===== src/rtl/fetch_unit.sv =====
// Instruction fetch stage: PC sequencing, memory handshake, redirect draining and stall buffering.
// Optional build macro FETCH_ALIGN_CHECK_EN adds word-aligning of redirect targets and a fetch_misalign pulse.
module fetch_unit #(
  parameter logic [31:0] RESET_PC = 32'h0000_0000
) (
  input  logic        clk,
  input  logic        reset,
  input  logic        stallF,
  input  logic        branch_in,
  input  logic [31:0] branch_target,
  input  logic        jump_in,
  input  logic [31:0] jump_target,
  output logic        imem_req,
  output logic [31:0] imem_addr,
  input  logic        imem_ready,
  input  logic [31:0] imem_rdata,
  output logic [31:0] instr_out,
  output logic [31:0] pcplus4_out,
  output logic        fetch_valid
`ifdef FETCH_ALIGN_CHECK_EN
  ,
  output logic        fetch_misalign
`endif
);

  typedef enum logic [1:0] {
    FETCH = 2'd0,
    DRAIN = 2'd1,
    HOLD  = 2'd2
  } state_t;

  state_t      state_r;
  logic [31:0] pc_r;
  logic [31:0] buf_r;

  logic        redirect_s;
  logic [31:0] raw_target_s;
  logic [31:0] target_s;
  logic [31:0] pc_next4_s;
`ifdef FETCH_ALIGN_CHECK_EN
  logic        misalign_s;
`endif

  function automatic logic [31:0] align_word(input logic [31:0] addr);
    return {addr[31:2], 2'b00};
  endfunction

  // Redirect selection: jump wins over branch when both are requested.
  always_comb begin
    redirect_s = jump_in | branch_in;
    if (jump_in) begin
      raw_target_s = jump_target;
    end else begin
      raw_target_s = branch_target;
    end
    pc_next4_s = pc_r + 32'd4;
`ifdef FETCH_ALIGN_CHECK_EN
    misalign_s = redirect_s && (raw_target_s[1:0] != 2'b00);
    target_s   = align_word(raw_target_s);
`else
    target_s   = raw_target_s;
`endif
  end

  // Fetch FSM with all outputs registered; in DRAIN imem_addr keeps the killed address while pc_r holds the target.
  always_ff @(posedge clk) begin
    if (reset) begin
      state_r     <= FETCH;
      pc_r        <= RESET_PC;
      buf_r       <= 32'h0000_0000;
      imem_req    <= 1'b1;
      imem_addr   <= RESET_PC;
      instr_out   <= 32'h0000_0000;
      pcplus4_out <= 32'h0000_0000;
      fetch_valid <= 1'b0;
`ifdef FETCH_ALIGN_CHECK_EN
      fetch_misalign <= 1'b0;
`endif
    end else begin
`ifdef FETCH_ALIGN_CHECK_EN
      fetch_misalign <= misalign_s;
`endif
      case (state_r)
        FETCH: begin
          if (redirect_s) begin
            pc_r        <= target_s;
            buf_r       <= 32'h0000_0000;
            fetch_valid <= 1'b0;
            if (imem_ready) begin
              imem_addr <= target_s;
            end else begin
              state_r <= DRAIN;
            end
          end else if (imem_ready && !stallF) begin
            instr_out   <= imem_rdata;
            pcplus4_out <= pc_next4_s;
            fetch_valid <= 1'b1;
            pc_r        <= pc_next4_s;
            imem_addr   <= pc_next4_s;
          end else if (imem_ready) begin
            buf_r    <= imem_rdata;
            imem_req <= 1'b0;
            state_r  <= HOLD;
          end else if (!stallF) begin
            fetch_valid <= 1'b0;
          end else begin
            fetch_valid <= fetch_valid;
          end
        end

        DRAIN: begin
          if (redirect_s) begin
            pc_r        <= target_s;
            fetch_valid <= 1'b0;
          end else if (imem_ready) begin
            imem_addr <= pc_r;
            state_r   <= FETCH;
            if (!stallF) begin
              fetch_valid <= 1'b0;
            end else begin
              fetch_valid <= fetch_valid;
            end
          end else if (!stallF) begin
            fetch_valid <= 1'b0;
          end else begin
            fetch_valid <= fetch_valid;
          end
        end

        HOLD: begin
          if (redirect_s) begin
            pc_r        <= target_s;
            imem_addr   <= target_s;
            imem_req    <= 1'b1;
            buf_r       <= 32'h0000_0000;
            fetch_valid <= 1'b0;
            state_r     <= FETCH;
          end else if (!stallF) begin
            instr_out   <= buf_r;
            pcplus4_out <= pc_next4_s;
            fetch_valid <= 1'b1;
            pc_r        <= pc_next4_s;
            imem_addr   <= pc_next4_s;
            imem_req    <= 1'b1;
            buf_r       <= 32'h0000_0000;
            state_r     <= FETCH;
          end else begin
            buf_r <= buf_r;
          end
        end

        default: begin
          state_r     <= FETCH;
          imem_req    <= 1'b1;
          imem_addr   <= pc_r;
          fetch_valid <= 1'b0;
        end
      endcase
    end
  end

endmodule


===== config.mk =====
export PLATFORM = sky130hd
export DESIGN_NAME = fetch_unit
export DESIGN_NICKNAME = d
export VERILOG_FILES = /design/src/rtl/fetch_unit.sv
export SDC_FILE = /design/constraint.sdc
export NUM_CORES = 1
export LEC_CHECK = 0
export CAP_MARGIN = 5
export CORE_MARGIN = 5
export CORE_UTILIZATION = 51
export DETAILED_ROUTE_END_ITERATION = 7
export PLACE_DENSITY = 0.81
export SKIP_LAST_GASP = 1
export SYNTH_ARGS = -nofsm -noshare
export SYNTH_HDL_FRONTEND = slang
export SYNTH_SLANG_ARGS = --single-unit

===== constraint.sdc =====
create_clock -name clk -period 2.65 [get_ports clk]
set_input_delay 0.53 -clock clk [delete_from_list [all_inputs] [get_ports clk]]
set_output_delay 0.53 -clock clk [all_outputs]
set_load 0.02 [all_outputs]

==> results.cfg <==
[floorplan]
core_area_um2 = 16500
die_h_um = 139
num_rows = 47
die_width_um = 139
io_pins = 200
initial_core_util = 0.517
die_area_um2 = 19400

[timing]
final.setup.worst_slack_ns = 0.198
rsz0062_at_grt = false
tns_ns = 0
drv_slew = 0
max_freq_mhz = 408
min_period_ns = 2.45
hold_slack_ns = 0.450
relSlewSlack = 0.477
setup_viol = 0
hold_viol = 0
worst_pin_slew_ns = 0.784
min_period_over_period = 0.925
fin_skew_ns = 0.0113

[hold_path]
holdCritPathClass = register to register
min_to = buf_r[27]$_SDFFE_PP0P_
holdPathStages = 2
min_from = buf_r[27]$_SDFFE_PP0P_

[global_route]
grt_pass1_vias = 8597
grt_usage = 0.283
antenna_found_initial = 0
grt_pass1_wl_um = 45100
grt_overflow = 0
grt_max_degree = 77

[pwr]
vdd_drop_max_mv = 0.473
power-per-cell-area_nw_per_um2 = 547
total_power_mw = 6.34
share_comb_of_total_power = 0.201
pwr-share-seq = 0.435
swShare = 0.301
leakage_nw = 4.27
p_sw_mw = 1.91
internal_power_mw = 4.43
p_clk_frac = 0.364

[logic_synthesis]
async_flop_share = 0
synth_cell_type_count = 69
synth_warnings = 0
ys_ff_latch = 164
synth_nets = 1172
synth_top_area_frac = 0.386
synth_flop_cell = dfxtp_1
synth-simple-area-share = 0.217
synth_top_cell_by_area = dfxtp_1
synthAdderAreaFrac = 0.00264
post_synth.cell_area_avg_um2 = 7.97
netlist_instances = 1069
synth_top_family_by_area = compound AO/OA/AOI/OAI gates
ys_top_cells_by_area = dfxtp_1 39%, a21oi_1 7.1%, mux2i_1 6.5%, a211oi_1 4.5%, nand2_1 4.3%
synthXorXnorAreaFrac = 0.0278
synth-compound-area-share = 0.233
synth-edff-count = 0
ys_seq_area_frac = 0.386
netlist_area_um2 = 8520
synth_mux_area_frac = 0.0752

[drt]
avgViaCountPerCell = 6.07
vias = 9019
post_drt_wl_per_cell_um = 19.1
drc = 0
drt-total-wl_um = 28400
ant_nets = 0
dr.pass1.iters = 5
drt_iter0_markers = 831

[placed_design]
dpl.hpwl_um = 20300
place_ws_ns = 0.00840
gp_congestion = 0.956
dpl-instance-area_um2 = 11100
dpl.cell_count = 1454
portBuffers = 199

[clocking]
root_buffer = clkbuf_16
cts_tree = yes
cts_resized = 0
path_clk_slew_ns = 0.06
clk_latency_ns = 0.44
cts_setup_buffers = 0
cts_made_buffers = 17
ctsHoldBuffers = 0
numClockSinks = 164
clock_path_buffers = 2
htree_levels = 4

[critical_path]
required_ns = 2.95
arrival_ns = 2.75
rr_worst_depth = 7
ff2ff_setup_slack_ns = 0.20
cp_max_fo = 9
r2r_end = imem_addr[24]$_SDFFE_PP0P_
r2r_start = pc_r[2]$_SDFFE_PP0P_
endpoint_kind = register
cp-start-kind = register
worstSetupPathType = register to register

[final_layout]
drive_gt1_frac = 0.109
nets = 1356
antennaDiodeCount = 0
fillers = 1348
fin_util = 0.704
syn_to_final_growth_pct = 36.2
fin_area_um2 = 11600
layout.cells.non_filler = 1485

[job]
max_cap_violations = 0

[status]
outcome = finished clean
layout make-up:
cell class | instances | area [um^2] | area share
flip-flops and latches | 164 | 3280 | 0.283
multi-input cells | 786 | 4760 | 0.411
clock inverters | 12 | 98.8 | 0.00852
repair buffers | 273 | 2690 | 0.232
clock buffers | 19 | 443 | 0.0382
well taps | 220 | 275 | 0.0237
inverters | 11 | 41.3 | 0.00356
cell families after synthesis:
kind of cell / after synthesis
compound gates: 323
xor+xnor: 27
fa+ha+maj: 2
buf+inv: 119
flops: 164
mux: 63
simple gates: 371
registers in the layout, indices dropped and copies added, names as in the netlist:
signal       count
buf_r           32
fetch_valid      1
imem_addr       32
imem_req         1
instr_out       32
pc_r            32
pcplus4_out     32
state_r          2
power by group through the flow:
stage          Combinational, mW  Clock (mW)  Sequential [mW]
2_1_floorplan              0.652           0             2.82
3_3_place_gp                1.23           0             2.81
3_5_place_dp                1.25           0             2.81
4_1_cts                     1.26        2.32             2.75
5_1_grt                     1.37        2.45             2.78
6_report                    1.27        2.31             2.76
synth_stat cells (all sizes together) (11+ instances only):
library cell	n
a31oi	17
nand3	66
buf	50
nand4	18
a211oi	51
clkbuf	58
a21oi	121
o21ai	72
nor4	22
nand2	97
mux2i	55
dfxtp	164
nor3	29
xnor2	21
or3	11
nor2	90
layer usage:
layer  GRT usage  wire length, um
met5           0                0
met4       0.107              907
met3      0.0508             2310
met2       0.464            13500
met1       0.373            11800
cells in the final DEF (no fill, tap or decap), types with 4 or more instances in the layout:
| cell type | count |
|---|---|
| a211oi_1 | 51 |
| a21oi_1 | 120 |
| a221oi_1 | 5 |
| a22oi_1 | 4 |
| a311oi_1 | 4 |
| a31oi_1 | 16 |
| and2_1 | 4 |
| and3_1 | 9 |
| buf_12 | 12 |
| buf_4 | 63 |
| clkbuf_16 | 17 |
| clkdlybuf4s50_1 | 197 |
| clkinvlp_4 | 4 |
| dfxtp_1 | 164 |
| inv_1 | 10 |
| mux2_2 | 8 |
| mux2i_1 | 55 |
| nand2_1 | 96 |
| nand2b_1 | 7 |
| nand3_1 | 64 |
| nand4_1 | 14 |
| nor2_1 | 88 |
| nor3_1 | 27 |
| nor4_1 | 19 |
| o211ai_1 | 10 |
| o21ai_0 | 70 |
| o22ai_1 | 4 |
| o32ai_1 | 4 |
| or3_1 | 11 |
| or4_1 | 4 |
| xnor2_1 | 21 |
| xor2_1 | 6 |
critical path, stage by stage (launching register included):
cell and delay, ns:
dfxtp_1 0.50, ha_1 0.34, nand4_4 0.23, nor4_1 0.37, buf_4 0.19, nand3_1 0.13
xnor2_1 0.39, o221ai_1 0.16
worst max path at each step:
stage	startpoint	to	slack, ns	cells past startpoint
after global routing	pc_r[2]$_SDFFE_PP0P_	imem_addr[28]$_SDFFE_PP0P_	0.12	8
after floorplan	jump_in	pc_r[21]$_SDFFE_PP0P_	0.55	6
after global placement	branch_in	imem_addr[26]$_SDFFE_PP0P_	0.07	6
after detailed placement	branch_in	imem_addr[19]$_SDFFE_PP0P_	0.008	8
final	pc_r[2]$_SDFFE_PP0P_	imem_addr[24]$_SDFFE_PP0P_	0.20	7
after CTS	pc_r[2]$_SDFFE_PP0P_	imem_addr[24]$_SDFFE_PP0P_	0.31	7
No activity file was read; power rests on OpenSTA's default activity.
